File: config.mk
export PLATFORM = sky130hd
export DESIGN_NAME = bcd_seg_display
export DESIGN_NICKNAME = d
export VERILOG_FILES = /design/src/rtl/bcd_seg_display.sv
export SDC_FILE = /design/constraint.sdc
export NUM_CORES = 1
export LEC_CHECK = 0
export ABC_AREA = 1
export CAP_MARGIN = 20
export CORE_UTILIZATION = 35
export DETAILED_ROUTE_END_ITERATION = 6
export GPL_ROUTABILITY_DRIVEN = 0
export GPL_TIMING_DRIVEN = 1
export PLACE_DENSITY_LB_ADDON = 0.15
export RECOVER_POWER = 50
export SLEW_MARGIN = 25
export SYNTH_ARGS = -nofsm -noshare
export SYNTH_HDL_FRONTEND = slang
export SYNTH_SLANG_ARGS = --single-unit
File: constraint.sdc
create_clock -name clk -period 2.9 [get_ports clk]
set_clock_uncertainty 0.1 [all_clocks]
set_input_delay 0.29 -clock clk [delete_from_list [all_inputs] [get_ports clk]]
set_output_delay 0.29 -clock clk [all_outputs]
set_load 0.01 [all_outputs]
File: src/rtl/bcd_seg_display.sv
// rtl/bcd_seg_display.sv - iterative binary-to-BCD converter driving active-low 7-segment digits
module bcd_seg_display #(
  parameter int IN_W     = 8,
  parameter int DIGITS   = 3,
  parameter bit BLANK_LZ = 1'b1
) (
  input  logic                  clk,
  input  logic                  rst,
  input  logic                  start,
  input  logic [IN_W-1:0]       value,
  output logic                  busy,
  output logic                  done,
  output logic [4*DIGITS-1:0]   bcd,
  output logic [7*DIGITS-1:0]   segs,
  output logic                  overflow
);

  // Number of decimal digits needed to hold v.
  function automatic int dec_digits(input int v);
    int n;
    int x;
    n = 1;
    x = v;
    while (x >= 10) begin
      x = x / 10;
      n = n + 1;
    end
    return n;
  endfunction

  function automatic int pow10(input int n);
    int p;
    p = 1;
    for (int i = 0; i < n; i++) p = p * 10;
    return p;
  endfunction

  // Scratch holds the full decimal result of the largest input, even if wider than DIGITS.
  localparam int          NS   = dec_digits((1 << IN_W) - 1);
  localparam int          SW   = 4 * NS;
  localparam int          CW   = $clog2(IN_W + 1);
  localparam logic [31:0] MAXV = 32'(pow10(DIGITS) - 1);

  typedef enum logic [1:0] {IDLE, SHIFT, DONE} state_t;

  state_t              state_q, state_nxt;
  logic [IN_W-1:0]     value_q;
  logic [IN_W-1:0]     shift_q, shift_nxt;
  logic [SW-1:0]       scratch_q, scratch_adj, scratch_nxt;
  logic [CW-1:0]       count_q;
  logic                last_shift;
  logic [4*(NS+DIGITS)-1:0] scratch_pad;
  logic [4*DIGITS-1:0] bcd_fin;
  logic                ovf_fin;

  function automatic logic [6:0] seg7(input logic [3:0] n);
    case (n)
      4'd0:    seg7 = 7'b1000000;
      4'd1:    seg7 = 7'b1111001;
      4'd2:    seg7 = 7'b0100100;
      4'd3:    seg7 = 7'b0110000;
      4'd4:    seg7 = 7'b0011001;
      4'd5:    seg7 = 7'b0010010;
      4'd6:    seg7 = 7'b0000010;
      4'd7:    seg7 = 7'b1111000;
      4'd8:    seg7 = 7'b0000000;
      4'd9:    seg7 = 7'b0011000;
      default: seg7 = 7'b0111111;
    endcase
  endfunction

  // Full display image: dashes on overflow, otherwise digits with optional leading-zero blanking.
  function automatic logic [7*DIGITS-1:0] segs_of(input logic [4*DIGITS-1:0] b, input logic ovf);
    logic [7*DIGITS-1:0] s;
    logic                hz;
    s  = '0;
    hz = 1'b1;
    for (int k = DIGITS - 1; k >= 0; k--) begin
      hz = hz & (b[4*k +: 4] == 4'd0);
      if (ovf)
        s[7*k +: 7] = 7'b0111111;
      else if (BLANK_LZ && (k > 0) && hz)
        s[7*k +: 7] = 7'b1111111;
      else
        s[7*k +: 7] = seg7(b[4*k +: 4]);
    end
    return s;
  endfunction

  // One shift-and-add-3 step: correct every nibble >= 5, then shift {scratch, shift} left.
  always_comb begin
    scratch_adj = scratch_q;
    for (int i = 0; i < NS; i++) begin
      if (scratch_q[4*i +: 4] >= 4'd5)
        scratch_adj[4*i +: 4] = scratch_q[4*i +: 4] + 4'd3;
    end
    scratch_nxt = {scratch_adj[SW-2:0], shift_q[IN_W-1]};
    shift_nxt   = shift_q << 1;
    scratch_pad = {{(4*DIGITS){1'b0}}, scratch_nxt};
    bcd_fin     = scratch_pad[4*DIGITS-1:0];
    ovf_fin     = 32'(value_q) > MAXV;
    last_shift  = (count_q == CW'(IN_W - 1));
  end

  // Next-state and handshake outputs.
  always_comb begin
    state_nxt = state_q;
    busy      = 1'b0;
    done      = 1'b0;
    case (state_q)
      IDLE:    if (start) state_nxt = SHIFT;
      SHIFT: begin
        busy = 1'b1;
        if (last_shift) state_nxt = DONE;
      end
      DONE: begin
        done      = 1'b1;
        state_nxt = IDLE;
      end
      default: state_nxt = IDLE;
    endcase
  end

  // Datapath registers; results are captured on the final shift so they appear with done.
  always_ff @(posedge clk) begin
    if (rst) begin
      state_q   <= IDLE;
      value_q   <= '0;
      shift_q   <= '0;
      scratch_q <= '0;
      count_q   <= '0;
      bcd       <= '0;
      segs      <= segs_of('0, 1'b0);
      overflow  <= 1'b0;
    end else begin
      state_q <= state_nxt;
      case (state_q)
        IDLE: begin
          if (start) begin
            value_q   <= value;
            shift_q   <= value;
            scratch_q <= '0;
            count_q   <= '0;
          end
        end
        SHIFT: begin
          scratch_q <= scratch_nxt;
          shift_q   <= shift_nxt;
          count_q   <= count_q + CW'(1);
          if (last_shift) begin
            bcd      <= bcd_fin;
            segs     <= segs_of(bcd_fin, ovf_fin);
            overflow <= ovf_fin;
          end
        end
        default: ;
      endcase
    end
  end

endmodule

After elaboration in Yosys (flattened, before gate mapping)
Memory sizes are Yosys's and may differ from the RTL's. A register that Yosys moved wholly into a read port is not among the register bits.
Cells that the tools add are included.
- div/mod/pow operators: 0
- shift-type cells: 0
- order comparisons: 3
- equality and inequality tests: 5
- reductions and logical operators: 7
- mux-type cells: 16
- $mul: 0
- $add $sub $neg: 4
- bitwise logic cells: 1
- operators by type and width (cell ; number):
    $pmux W12 S2 ; 1
    $pmux W8 S2 ; 1
    $mux W7 ; 2
    $ge A4 B3 Y1 const B ; 3
    $mux W12 ; 1
    $mux W4 ; 3
    $add A4 B2 Y4 const B ; 2
    $logic_not A4 Y1 ; 2
    $mux W8 ; 1
    $pmux W4 S2 ; 1
    $reduce_and A2 Y1 ; 3
    $add A4 B1 Y4 const B ; 1
    $eq A4 B3 Y1 const B ; 1
    $mux W2 ; 2
    $ne A2 B2 Y1 const B ; 2
    $pmux W2 S2 ; 1
    $add A3 B2 Y3 const B ; 1
    $mux W3 ; 1
    $eq A2 B1 Y1 const B ; 1
    $eq A2 B2 Y1 const B ; 1
    $logic_not A2 Y1 ; 1
    $mux W1 ; 2
    $reduce_bool A2 Y1 ; 1
    $and A1 B1 Y1 ; 1
- flip-flop bits (word level): 59
- memory bits (writable): 0
- bits of input ports: 11
- ROM bits: 336
- bits in latches: 0
- word-level logic and storage cells: 45
- memories: 3
- memory list (name ; depth ; bits a word ; rd ports ; clocked after memory_dff ; wr ports ; RTL line ; RTL):
    (no name shown) ; 16 ; 7 ; 1 ; 0 ; 0 ; 57 ; case (n)
    (no name shown) ; 16 ; 7 ; 1 ; 0 ; 0 ; 57 ;
    (no name shown) ; 16 ; 7 ; 1 ; 1 ; 0 ; 57 ;

Longest topological paths before layout
- depth after elaboration: 5
- depth in mapped cells: 16
- gate-level depth less buffers: 16

Least setup slack after synthesis
Ideal clock, no wire load.
- path type: reg2reg
- from: register scratch_q[8]
- to: register segs[12]
- path buffers: 0
- arrival time: 1.958 ns
- slack: 0.780 ns
- setup time: 0.062 ns
- period minus slack after synthesis: 2.120 ns
- cell stages (with the launch flop): 16
- cells stage by stage: dfxtp_1 > inv_1 > ha_1 > inv_1 > nand2_1 > nand3_1 > xor2_1 > ha_1 > nand2_1 > a21oi_1 > nand2_1 > inv_1 > nand2_4 > nand2_2 > inv_2 > nand3_1
- word-level cells in the longest chain between the ends: 5
- elaborated cells between the ends (all ways): 6
- classes of those cells: add/sub (1); order compare (1); mux (2); bitwise (1); reduce/logical (1)
- RTL lines (what ; RTL line ; RTL):
    start, declared ; 49 ; logic [SW-1:0] scratch_q, scratch_adj, scratch_nxt;
    start signal, assigned ; 147 ; scratch_q <= scratch_nxt;
    $ge A4 B3 Y1 / $add A3 B2 Y3 (equally long branches) ; 94, 95 ;
    $mux W3 * ; 94 ; if (scratch_q[4*i +: 4] >= 4'd5)
    $logic_not A4 Y1 * ; 79 ; hz = hz & (b[4*k +: 4] == 4'd0);
    $and A1 B1 Y1 * ; 79 ;
    $mux W7 * ; 82 ; else if (BLANK_LZ && (k > 0) && hz)
    end signal, assigned ; 133 ; segs <= segs_of('0, 1'b0);
    end signal, assigned ; 152 ; segs <= segs_of(bcd_fin, ovf_fin);
    end, declared ; 14 ; output logic [7*DIGITS-1:0] segs,
Every way passes the cells marked *; elsewhere a longest branch is shown, timed or not.
A chain may end at the register's enable or synchronous reset.

Worst setup path after layout
- from: register state_q[1]
- to: output busy
- word-level cells in the longest chain between the ends: 2
- RTL lines (what ; RTL line ; RTL):
    start, declared ; 46 ; state_t state_q, state_nxt;
    start signal, assigned ; 136 ; state_q <= state_nxt;
    $eq A2 B1 Y1 ; 110 ; case (state_q)
    $mux W1 ; 110 ;
    end, declared ; 11 ; output logic busy,
No other way between the ends.

==> results summary <==
The cell with the most instances after synthesis is sky130_fd_sc_hd__nand2_1. During synthesis, Yosys emitted a total of 0 warnings. Data on the critical path arrives at its endpoint at 1910 ps.

The first-iteration detailed-routing DRC count came out at 153. The post-synthesis average cell area is 7.498 µm². The number of antenna violations at the first check in global routing is 0. The period utilization came out at 0.7928.

The worst register-to-register path begins at scratch_q[4]$_SDFFE_PP0P_. Of the synthesized area, sequential elements account for 0.3948. The mapped cell area came out at 2992 µm². In this run the remaining antenna-violating nets after routing total 0. The number of search-and-repair iterations in the first detailed-routing pass came out at 4. The remaining routing DRC violations came out at 0.

The timing-limited maximum frequency came out at 434.9 MHz. The hold violation count in the final report came to 0. The number of nets in the synthesized netlist is 425. The data required time at the worst endpoint came out at 2510 ps.

The number of maximum-capacitance constraint violations came out at 0. The clock net in this run drives a total of 59 sinks. The horizontal die dimension came out at 94.45 µm. In this run the count of I/O pins placed on the die edge is 47. After synthesis, the cell types taking the most area are sky130_fd_sc_hd__dfxtp_1 39%, sky130_fd_sc_hd__nand2_1 11%, sky130_fd_sc_hd__ha_1 6.3%, sky130_fd_sc_hd__inv_1 6.0%, sky130_fd_sc_hd__a21oi_1 4.9%. The count of buffers added by post-CTS timing repair for setup is 0. The end of the worst register-to-register path is segs[9]$_SDFFE_PP1P_.

The via count of the first global-routing pass is 2610. The most used flip-flop cell after synthesis is sky130_fd_sc_hd__dfxtp_1. The wire length of the first global-routing pass came out at 12100 µm.

The actual slew at the worst max-slew pin is 730.2 ps. During placement, the flow inserted port buffers numbering 45. The final count of pins violating max slew came out at 0. The count of flip-flops with a built-in enable after synthesis came out at 0. The fraction of registers with async set or reset after synthesis is 0. The floorplan step set the die height to 94.45 µm. The type of the worst setup path is register to output pin.

On the worst path, the slowest cell contributes a delay of 620 ps. Subtracting the final worst setup slack from the clock period gives 2299 ps. Setup repair after global routing left no endpoint under its margin. The peak supply drop is 0.0003553 V. The path with the worst hold slack has its endpoint at segs[8]$_SDFFE_PP1P_. The detailed placer's ending HPWL is 5172 µm. In this design, the critical path's most frequently occurring cell is sky130_fd_sc_hd__inv_1. The final route contains 2757 vias.

The average wire length per cell after detail routing is 13.04 µm. By count the netlist is led by 90 x sky130_fd_sc_hd__nand2_1, 59 x sky130_fd_sc_hd__dfxtp_1, 48 x sky130_fd_sc_hd__inv_1. The flow ran to the end, and the final reports show no timing, DRC or antenna violations.

The CTS clock-pin slew for the worst setup and hold paths is 70 ps. The area of the core came out at 8258 µm². The maximum number of pins on one net before global-route repair is 25. For the worst flop-to-flop path, the logic depth is 15.

The summed area of non-filler cells in the final layout is 3671 µm². The maximum buffer depth of the clock tree came out at 2. The number of register bits inferred by synthesis came out at 59. The startpoint of the most critical hold path is segs[8]$_SDFFE_PP1P_. The maximum fanout encountered on the critical timing path is 15.

Walking the worst path, the cells encountered are inv_1, nand2_1, inv_1, clkdlybuf4s50_1. The cell with the largest stage delay on the worst path is sky130_fd_sc_hd__clkdlybuf4s50_1. The number of H-tree levels came out at 3. STA classifies the critical path endpoint as an output pin. The number of vias per cell is 4.986. Post-CTS repair changed the size of 0 cells.

After the last flow step, the layout net total stands at 470. Setup violations remaining at the end of the flow were counted as 0. Summing all placed instances gives a cell area of 3505 µm². The worst hold path stage count came out at 2. The accumulated negative setup slack is 0 ps. TritonCTS built the clock tree. The standby leakage power came out at 0.001641 µW. The initial utilization of the core area, before any placement, comes to 0.3623. The number of antenna cells inserted came out at 0. The worst hold margin is 359.5 ps.

The slack of the worst reg-to-reg path is 670 ps. STA classifies the critical path startpoint as a register. The tightest slew margin relative to the limit came out at 0.5132.

The largest total area in the synthesized netlist belongs to sky130_fd_sc_hd__dfxtp_1. Clock latency on the worst-skew pair, taken at its later pin, is 340 ps. The initialized floorplan defines 33 standard-cell rows. The die area came out at 8921 µm². The number of distinct library cell variants in the gate-level netlist after synthesis came out at 33. The sum of routed wire length over all layers came out at 7211 µm. The total global-route track usage came out at 0.1757. The share of layout cells above drive strength 1 is 0.1071.

The cell at the root of the clock tree is sky130_fd_sc_hd__clkbuf_8. Counting the buffers created by CTS gives 9. The overall overflow remaining after global route came out at 0. The instance count of the mapped netlist is 399. The power per cell area came out at 438.6 nW/µm². The quantity of hold-fixing buffers added after cts came out at 0. The share of the synthesized area in the top cell type is 0.3948.

The area growth from synthesis to final layout came out at 22.71%. The path class of the tightest hold or removal check is register to register.
## per-layer routing
metal,up-vias,GRT usage,part of all wire
li1,1422,-,-
met1,1251,0.2197,0.48
met2,72,0.2844,0.46
met3,12,0.05717,0.050
met4,0,0.05808,0.014
met5,-,0,0
## per-stage QoR
stage | power [µW] | setup WS (ps) | instances | utilization
after global routing | 1682 | 458.4 | 553 | 0.4445
final | 1610 | 600.8 | 553 | 0.4445
after floorplan | 921.2 | 779.8 | 399 | -
after CTS | 1642 | 652.6 | 553 | 0.4459
after global placement | 955.5 | 768.8 | 538 | 0.4244
after detailed placement | 955.8 | 685.1 | 538 | 0.4244
## worst max-delay path by stage
stage,startpoint,to,slack [ps]
floorplan,scratch_q[8]$_SDFFE_PP0P_,segs[12]$_SDFFE_PP1P_,780
global placement,scratch_q[8]$_SDFFE_PP0P_,segs[9]$_SDFFE_PP1P_,770
detailed placement,scratch_q[4]$_SDFFE_PP0P_,segs[9]$_SDFFE_PP1P_,690
CTS,state_q[1]$_SDFFE_PP0P_,busy,650
global route,state_q[1]$_SDFFE_PP0P_,busy,460
finish,state_q[1]$_SDFFE_PP0P_,busy,600
## final cells by class
cell class | count | area (µm²)
fillers | 839 | 4587
multi-input cells | 270 | 1488
flip-flops and latches | 59 | 1181
repair buffers | 50 | 484.2
inverters | 54 | 209.0
clock buffers | 11 | 151.4
well taps | 105 | 131.4
clock inverters | 4 | 26.28
## logic make-up (layout without fill, tap and decap cells)
| logic type | after synthesis | in the layout | synth area share |
|---|---|---|---|
| xor+xnor | 1 | 1 | 0.002928 |
| compound gates | 79 | 79 | 0.1564 |
| fa+ha+maj | 15 | 15 | 0.06274 |
| flops | 59 | 59 | 0.3948 |
| buf+inv | 70 | 119 | 0.1054 |
| simple gates | 174 | 174 | 0.2764 |
| other cells | 1 | 1 | 0.001254 |
## critical path: cells and delay by family, from the launching register on
kind / cells / cell delay, ps
buffers and inverters: 3 / 1090
flip-flops: 1 / 300
AND/OR/NAND/NOR: 1 / 180
## registers in the layout (all words and copies together), names as in the netlist
register and count:
scratch_q 12, count_q 4, state_q 2, bcd 12, shift_q 8, segs 21
## placed cells by master, fill, tap and decap left out
cell | synthesis | layout
sky130_fd_sc_hd__a21oi_1 | 29 | 29
sky130_fd_sc_hd__a21oi_2 | 1 | 1
sky130_fd_sc_hd__a22oi_1 | 3 | 3
sky130_fd_sc_hd__buf_4 | 3 | 4
sky130_fd_sc_hd__clkbuf_1 | 5 | 1
sky130_fd_sc_hd__clkbuf_8 | 0 | 11
sky130_fd_sc_hd__clkdlybuf4s50_1 | 0 | 11
sky130_fd_sc_hd__clkinv_2 | 1 | 3
sky130_fd_sc_hd__clkinv_4 | 1 | 2
sky130_fd_sc_hd__clkinvlp_4 | 0 | 1
sky130_fd_sc_hd__conb_1 | 1 | 1
sky130_fd_sc_hd__dfxtp_1 | 59 | 59
sky130_fd_sc_hd__dlygate4sd3_1 | 0 | 34
sky130_fd_sc_hd__ha_1 | 15 | 15
sky130_fd_sc_hd__inv_1 | 48 | 48
sky130_fd_sc_hd__inv_2 | 4 | 4
sky130_fd_sc_hd__nand2_1 | 90 | 93
sky130_fd_sc_hd__nand2_2 | 12 | 9
sky130_fd_sc_hd__nand2_4 | 5 | 5
sky130_fd_sc_hd__nand3_1 | 28 | 28
sky130_fd_sc_hd__nand3_2 | 4 | 4
sky130_fd_sc_hd__nand4_1 | 13 | 13
sky130_fd_sc_hd__nor2_1 | 17 | 17
sky130_fd_sc_hd__nor2_2 | 1 | 1
sky130_fd_sc_hd__nor2_4 | 1 | 1
sky130_fd_sc_hd__nor3_1 | 3 | 3
sky130_fd_sc_hd__o211ai_1 | 10 | 10
sky130_fd_sc_hd__o21ai_0 | 16 | 16
sky130_fd_sc_hd__o21ai_1 | 1 | 1
sky130_fd_sc_hd__o21ai_2 | 1 | 1
sky130_fd_sc_hd__o221a_2 | 1 | 1
sky130_fd_sc_hd__o221ai_1 | 1 | 1
sky130_fd_sc_hd__o22ai_1 | 15 | 15
sky130_fd_sc_hd__o32ai_1 | 1 | 1
sky130_fd_sc_hd__xor2_1 | 1 | 1
## power by group
group / switching [µW] / internal (µW) / total, µW
clock: 325 / 350 / 675
sequential: 7.72 / 825 / 833
combinational: 65.2 / 37.7 / 103
total: 398 / 1210 / 1610
Note: power is estimated with default switching activity, not from simulation.
